**src/rtl/clock_set_ctrl_pkg.sv**
```systemverilog
// Shared types, BCD limits and 7-segment helpers
// for the clock_set_ctrl display controller.
package clock_set_ctrl_pkg;

  typedef enum logic [1:0] {
    RUN   = 2'd0,
    SET_H = 2'd1,
    SET_M = 2'd2,
    SET_S = 2'd3
  } state_t;

  localparam logic [7:0] HH_MAX = 8'h23;
  localparam logic [7:0] MS_MAX = 8'h59;

  // active-low, bit0 = a ... bit6 = g
  localparam logic [6:0] SEG_0     = 7'h40;
  localparam logic [6:0] SEG_1     = 7'h79;
  localparam logic [6:0] SEG_2     = 7'h24;
  localparam logic [6:0] SEG_3     = 7'h30;
  localparam logic [6:0] SEG_4     = 7'h19;
  localparam logic [6:0] SEG_5     = 7'h12;
  localparam logic [6:0] SEG_6     = 7'h02;
  localparam logic [6:0] SEG_7     = 7'h78;
  localparam logic [6:0] SEG_8     = 7'h00;
  localparam logic [6:0] SEG_9     = 7'h10;
  localparam logic [6:0] SEG_BLANK = 7'h7F;

  function automatic logic [6:0] bcd_to_seg7(
    input logic [3:0] d
  );
    logic [6:0] s;
    case (d)
      4'd0:    s = SEG_0;
      4'd1:    s = SEG_1;
      4'd2:    s = SEG_2;
      4'd3:    s = SEG_3;
      4'd4:    s = SEG_4;
      4'd5:    s = SEG_5;
      4'd6:    s = SEG_6;
      4'd7:    s = SEG_7;
      4'd8:    s = SEG_8;
      4'd9:    s = SEG_9;
      default: s = SEG_BLANK;
    endcase
    return s;
  endfunction

  function automatic logic [7:0] bcd_inc_wrap(
    input logic [7:0] v,
    input logic [7:0] max
  );
    logic [7:0] r;
    if (v == max)
      r = 8'h00;
    else if (v[3:0] == 4'h9)
      r = {v[7:4] + 4'h1, 4'h0};
    else
      r = {v[7:4], v[3:0] + 4'h1};
    return r;
  endfunction

  function automatic logic [3:0] state_onehot(
    input state_t s
  );
    logic [3:0] r;
    case (s)
      RUN:     r = 4'b0001;
      SET_H:   r = 4'b0010;
      SET_M:   r = 4'b0100;
      default: r = 4'b1000;
    endcase
    return r;
  endfunction

endpackage

```
**src/rtl/clock_set_ctrl_debounce.sv**
```systemverilog
// Push-button conditioner: 2-FF synchronizer,
// stability counter and press-edge pulse.
module button_debounce
  import clock_set_ctrl_pkg::*;
#(
  parameter int DEBOUNCE_CYCLES = 500_000
) (
  input  logic clk,
  input  logic rst,
  input  logic btn_n,
  output logic press
);

  localparam int CW =
    (DEBOUNCE_CYCLES > 1) ? $clog2(DEBOUNCE_CYCLES) : 1;
  localparam logic [CW-1:0] CNT_MAX =
    CW'(DEBOUNCE_CYCLES - 1);

  logic          sync1;
  logic          sync2;
  logic          level;
  logic          level_d;
  logic [CW-1:0] cnt;

  // sync, accept a level after a full stable run, flag press edge
  always_ff @(posedge clk) begin
    if (rst) begin
      sync1   <= 1'b1;
      sync2   <= 1'b1;
      level   <= 1'b1;
      level_d <= 1'b1;
      cnt     <= '0;
      press   <= 1'b0;
    end else begin
      sync1   <= btn_n;
      sync2   <= sync1;
      level_d <= level;
      press   <= level_d & ~level;
      if (sync2 != level) begin
        if (cnt == CNT_MAX) begin
          level <= sync2;
          cnt   <= '0;
        end else begin
          cnt <= cnt + CW'(1);
        end
      end else begin
        cnt <= '0;
      end
    end
  end

endmodule

```
**src/rtl/clock_set_ctrl.sv**
```systemverilog
// 1 Hz BCD hh:mm:ss clock with run/set FSM and 7-seg drive.
// Optional blink of the edited field: CLOCK_SET_CTRL_BLINK_EN.
module clock_set_ctrl
  import clock_set_ctrl_pkg::*;
#(
  parameter int CLK_HZ          = 50_000_000,
  parameter int DEBOUNCE_CYCLES = 500_000
) (
  input  logic       clk_clk,
  input  logic       reset_reset,
  input  logic       btsel_n,
  input  logic       btmode_n,
  input  logic       btinc_n,
  output logic [6:0] seg7s0,
  output logic [6:0] seg7s1,
  output logic [6:0] seg7m0,
  output logic [6:0] seg7m1,
  output logic [6:0] seg7h0,
  output logic [6:0] seg7h1,
  output logic [7:0] leds
);

  localparam int PW =
    (CLK_HZ > 1) ? $clog2(CLK_HZ) : 1;
  localparam logic [PW-1:0] PRESC_MAX = PW'(CLK_HZ - 1);

  logic mode_p, sel_p, inc_p;
  logic ev_mode, ev_sel, ev_inc, tick;

  state_t        state_q, state_d;
  logic [7:0]    hh_q, hh_d;
  logic [7:0]    mm_q, mm_d;
  logic [7:0]    ss_q, ss_d;
  logic [PW-1:0] presc_q, presc_d;
  logic          hb_q, hb_d;
  logic          blank_h, blank_m, blank_s;

  button_debounce #(
    .DEBOUNCE_CYCLES(DEBOUNCE_CYCLES)
  ) u_mode (
    .clk  (clk_clk),
    .rst  (reset_reset),
    .btn_n(btmode_n),
    .press(mode_p)
  );

  button_debounce #(
    .DEBOUNCE_CYCLES(DEBOUNCE_CYCLES)
  ) u_sel (
    .clk  (clk_clk),
    .rst  (reset_reset),
    .btn_n(btsel_n),
    .press(sel_p)
  );

  button_debounce #(
    .DEBOUNCE_CYCLES(DEBOUNCE_CYCLES)
  ) u_inc (
    .clk  (clk_clk),
    .rst  (reset_reset),
    .btn_n(btinc_n),
    .press(inc_p)
  );

  assign ev_mode = mode_p;
  assign ev_sel  = sel_p & ~mode_p;
  assign ev_inc  = inc_p & ~mode_p & ~sel_p;
  assign tick    = (state_q == RUN) &&
                   (presc_q == PRESC_MAX);

  // state, time, prescaler and heartbeat registers
  always_ff @(posedge clk_clk) begin
    if (reset_reset) begin
      state_q <= RUN;
      hh_q    <= 8'h00;
      mm_q    <= 8'h00;
      ss_q    <= 8'h00;
      presc_q <= '0;
      hb_q    <= 1'b0;
    end else begin
      state_q <= state_d;
      hh_q    <= hh_d;
      mm_q    <= mm_d;
      ss_q    <= ss_d;
      presc_q <= presc_d;
      hb_q    <= hb_d;
    end
  end

  // run/set transitions, ticking and field edits
  always_comb begin
    state_d = state_q;
    hh_d    = hh_q;
    mm_d    = mm_q;
    ss_d    = ss_q;
    presc_d = presc_q;
    hb_d    = hb_q;
    unique case (state_q)
      RUN: begin
        if (ev_mode) begin
          state_d = SET_H;
          presc_d = '0;
        end else if (tick) begin
          presc_d = '0;
          hb_d    = ~hb_q;
          ss_d    = bcd_inc_wrap(ss_q, MS_MAX);
          if (ss_q == MS_MAX) begin
            mm_d = bcd_inc_wrap(mm_q, MS_MAX);
            if (mm_q == MS_MAX)
              hh_d = bcd_inc_wrap(hh_q, HH_MAX);
          end
        end else begin
          presc_d = presc_q + PW'(1);
        end
      end
      SET_H, SET_M, SET_S: begin
        presc_d = '0;
        unique case (1'b1)
          ev_mode: state_d = RUN;
          ev_sel: begin
            if (state_q == SET_H)
              state_d = SET_M;
            else if (state_q == SET_M)
              state_d = SET_S;
            else
              state_d = SET_H;
          end
          ev_inc: begin
            if (state_q == SET_H)
              hh_d = bcd_inc_wrap(hh_q, HH_MAX);
            else if (state_q == SET_M)
              mm_d = bcd_inc_wrap(mm_q, MS_MAX);
            else
              ss_d = bcd_inc_wrap(ss_q, MS_MAX);
          end
          default: ;
        endcase
      end
    endcase
  end

`ifdef CLOCK_SET_CTRL_BLINK_EN
  localparam int HALF    = CLK_HZ / 2;
  localparam int QUARTER = CLK_HZ / 4;
  localparam int BW      = $clog2(HALF);

  logic [BW-1:0] blink_q, blink_d;
  logic          blink_clr, blank;

  // blink phase restarts on SET entry and on each edit
  always_comb begin
    blink_clr = (state_d != RUN) &&
                ((state_d != state_q) || ev_inc);
    blink_d   = blink_q + BW'(1);
    if (blink_clr || state_d == RUN)
      blink_d = '0;
    else if (blink_q == BW'(HALF - 1))
      blink_d = '0;
    blank = (state_q != RUN) &&
            (blink_q >= BW'(QUARTER));
  end

  // blink phase counter
  always_ff @(posedge clk_clk) begin
    if (reset_reset)
      blink_q <= '0;
    else
      blink_q <= blink_d;
  end

  assign blank_h = blank && (state_q == SET_H);
  assign blank_m = blank && (state_q == SET_M);
  assign blank_s = blank && (state_q == SET_S);
`else
  assign blank_h = 1'b0;
  assign blank_m = 1'b0;
  assign blank_s = 1'b0;
`endif

  // registered digit drive
  always_ff @(posedge clk_clk) begin
    if (reset_reset) begin
      seg7h1 <= SEG_0;
      seg7h0 <= SEG_0;
      seg7m1 <= SEG_0;
      seg7m0 <= SEG_0;
      seg7s1 <= SEG_0;
      seg7s0 <= SEG_0;
    end else begin
      seg7h1 <= blank_h ? SEG_BLANK
                        : bcd_to_seg7(hh_q[7:4]);
      seg7h0 <= blank_h ? SEG_BLANK
                        : bcd_to_seg7(hh_q[3:0]);
      seg7m1 <= blank_m ? SEG_BLANK
                        : bcd_to_seg7(mm_q[7:4]);
      seg7m0 <= blank_m ? SEG_BLANK
                        : bcd_to_seg7(mm_q[3:0]);
      seg7s1 <= blank_s ? SEG_BLANK
                        : bcd_to_seg7(ss_q[7:4]);
      seg7s0 <= blank_s ? SEG_BLANK
                        : bcd_to_seg7(ss_q[3:0]);
    end
  end

  assign leds = {3'b000, hb_q, state_onehot(state_q)};

endmodule

```
**config.mk**
```make
export PLATFORM = sky130hd
export DESIGN_NAME = clock_set_ctrl
export DESIGN_NICKNAME = d
export VERILOG_FILES = /design/src/rtl/clock_set_ctrl_pkg.sv /design/src/rtl/clock_set_ctrl_debounce.sv /design/src/rtl/clock_set_ctrl.sv
export SDC_FILE = /design/constraint.sdc
export NUM_CORES = 1
export LEC_CHECK = 0
export ABC_AREA = 0
export CAP_MARGIN = 10
export CORE_ASPECT_RATIO = 1.5
export CORE_MARGIN = 2
export CORE_UTILIZATION = 52
export CTS_CLUSTER_SIZE = 8
export DETAILED_ROUTE_END_ITERATION = 10
export HOLD_SLACK_MARGIN = 0.05
export PLACE_DENSITY = 0.72
export SYNTH_ARGS = -nofsm -noshare
export SYNTH_HDL_FRONTEND = slang
export SYNTH_SLANG_ARGS = --single-unit
```
**constraint.sdc**
```tcl
create_clock -name clk_clk -period 3 [get_ports clk_clk]
set_clock_uncertainty 0.1 [all_clocks]
set_input_delay 0.75 -clock clk_clk [delete_from_list [all_inputs] [get_ports clk_clk]]
set_output_delay 0.75 -clock clk_clk [all_outputs]
set_load 0.01 [all_outputs]
```
==> metrics.cfg <==
[sta]
relSlewSlack_pct = 58.4
rsz0062_at_grt = no
finalCritPeriodShare_pct = 92.8
tightest_slew_ns = 0.624
layout_min_cycle_time_ns = 2.78
fmax_mhz = 359
tns_ns = 0
slew_violations = 0
setup_viol = 0
finalHoldViolCount = 0

[setup_path]
worst-setup-path-type = reg -> out
critPathLaunchType = flip-flop
reg2reg_to = ss_q[5]$_SDFFE_PP0P_
r2r_start = state_q[1]$_SDFFE_PP0P_
r2r_slack_ns = 0.22
crit_fanout = 9
end_kind = primary output
arrival_ns = 1.93
reg2regPathDepth = 7
required_ns = 2.15
cp-startpoint = state_q[1]$_SDFFE_PP0P_
endpoint = leds[0]

[synth]
synth_warnings = 0
ys_types = 61
synth-seq-cells = 167
synth_edf_count = 0
synthFlopType = dfxtp_1
netlist_area_um2 = 7730
synthCells = 901
seq_area_frac_synth_pct = 43.3
async_reset_ff_share_pct = 0
avgSynthCellArea_um2 = 8.58

[global_route]
antenna_found_initial = 0
grt_busiest_layer = met2
grt_util_all_layers_pct = 20.2
gr-total-overflow = 0
grt_max_degree = 37
first_global_vias = 5963
grt_use_met1_pct = 23.4
grtUsageMet3_pct = 4.78
globalRouteMet2Util_pct = 36.2
grt_pass1_wl_um = 26800

[placed_design]
placedCellCount = 1122
port_buffers = 51
gp_congestion = 0.859
hpwl_um = 10700

[cells_and_area]
diodes = 0
final_common_cell = dfxtp_1
nNetsFinal = 991
syn2layout_area_growth_pct = 16.7
drive_above_1_share_pct = 6.58
final_cells = 1154
mostFrequentLayoutCells = 167 x dfxtp_1, 137 x nor2_1, 60 x nand2_1, 52 x a21oi_1, 51 x nand3_1

[run_status]
status = finished, final reports clean

[cts]
cts.sinks = 167
path_clk_slew_ns = 0.06
cts_tree = done
cts_root_buffer = clkbuf_16
htreeDepth = 4
numCtsBuffers = 17
ctsHoldBuffers = 0
cts_buffer_depth = 2
postCtsSetupBuffers = 0
insertion_delay_ns = 0.43
cts_resized = 0

[route]
drcViolationCount = 0
first_pass_iters = 4
wl_um = 15400
postRouteAntennaNets = 0
vias = 6205
wire_per_inst_um = 13.3
first_iter_violations = 281
vias_per_cell = 5.38

[floorplan]
die_width_um = 104
dieArea_um2 = 15900
core_um2 = 14500
die_y_um = 153
rows = 54
top_level_ports = 55
start_util_pct = 53.2

[min_path]
holdCritPathClass = reg -> reg

[power]
power.leakage_nw = 3.16
vdd_drop_max_uv = 321
power_density_nw_per_um2 = 534

[job]
maxCapViolCount = 0

[layer usage]
layer	share of wire (%)	up-vias
met5	0	-
met4	1.4	0
met3	3.2	17
met2	51	83
met1	44	2907
li1	-	3198
[cell usage after synthesis (8+ instances only)]
library cell,count,area share (%)
dfxtp_1,167,43
nor2_1,137,6.7
nand2_1,60,2.9
a21oi_1,52,3.4
nand3_1,51,3.3
xor2_1,47,5.3
inv_1,45,2.2
ha_1,41,6.6
o21ai_0,35,2.3
xnor2_1,32,3.6
clkbuf_1,31,1.5
nand4_1,28,2.3
nor3_1,18,1.2
and3_1,13,1.1
nor4_1,10,0.81
or2_2,10,0.81
and4_1,9,1.0
o21a_1,8,0.78
[kinds of logic after synthesis]
kind of cell	count (synthesis)	synth area share [%]
muxes	5	0.664
AOI/OAI and AO/OA	143	11.6
DFF	167	43.3
buffers and inverters	84	4.47
other	1	0.0485
adders and majority gates	41	6.64
and+or+nand+nor	381	24.3
xor gates and xnor gates	79	8.95
[critical path, cell delays in order, from the launching register on]
cell,delay (ns)
dfxtp_1,0.38
inv_1,0.15
ha_1,0.34
clkdlybuf4s50_1,0.64
[report_power, final]
group / switching, W / internal (W)
registers: 0.0000203 / 0.00224
logic: 0.000151 / 0.0000935
clock network: 0.000904 / 0.00140
[registers in the layout, summed over array words and instances (netlist names), 2 cells and up]
name and count:
seg7h0 7, u_inc.cnt 19, seg7m1 7, seg7s0 7, presc_q 26, seg7h1 7
seg7s1 7, state_q 2, u_mode.cnt 19, mm_q 8, seg7m0 7, hh_q 8
ss_q 8, u_sel.cnt 19
[per-stage QoR]
| step | hold WS, ns | worst slack [ns] | area, um^2 | util (%) | power, W |
|---|---|---|---|---|---|
| floorplan | 0.289 | 0.383 | 7730 | - | 0.00248 |
| finish | 0.313 | 0.216 | 9010 | 62.1 | 0.00481 |
| global route | 0.334 | 0.0371 | 9010 | 62.1 | 0.00498 |
| detailed placement | 0.300 | 0.232 | 8390 | 57.7 | 0.00256 |
| CTS | 0.318 | 0.210 | 9010 | 62.1 | 0.00487 |
| global placement | 0.296 | 0.348 | 8390 | 57.7 | 0.00256 |
[worst min path at each step]
stage	start	endpoint	slack (ns)	cells after the start
CTS	u_mode.level_d$_SDFF_PP1_	u_mode.press$_SDFF_PP0_	0.32	2
global placement	u_mode.sync1$_SDFF_PP1_	u_mode.sync2$_SDFF_PP1_	0.30	1
global route	u_mode.sync1$_SDFF_PP1_	u_mode.sync2$_SDFF_PP1_	0.33	1
floorplan	u_inc.sync1$_SDFF_PP1_	u_inc.sync2$_SDFF_PP1_	0.29	1
detailed placement	u_sel.sync1$_SDFF_PP1_	u_sel.sync2$_SDFF_PP1_	0.30	1
finish	u_mode.level_d$_SDFF_PP1_	u_mode.press$_SDFF_PP0_	0.31	2
[final cells by class]
class / instances / area [um^2]
Timing Repair Buffer: 61 / 581
Fill cell: 1296 / 5510
Clock buffer: 17 / 425
Tap cell: 196 / 245
Sequential cell: 167 / 3340
Inverter: 46 / 173
Clock inverter: 15 / 201
Multi-Input combinational cell: 652 / 4050
Power figures use the tool's default switching activity.
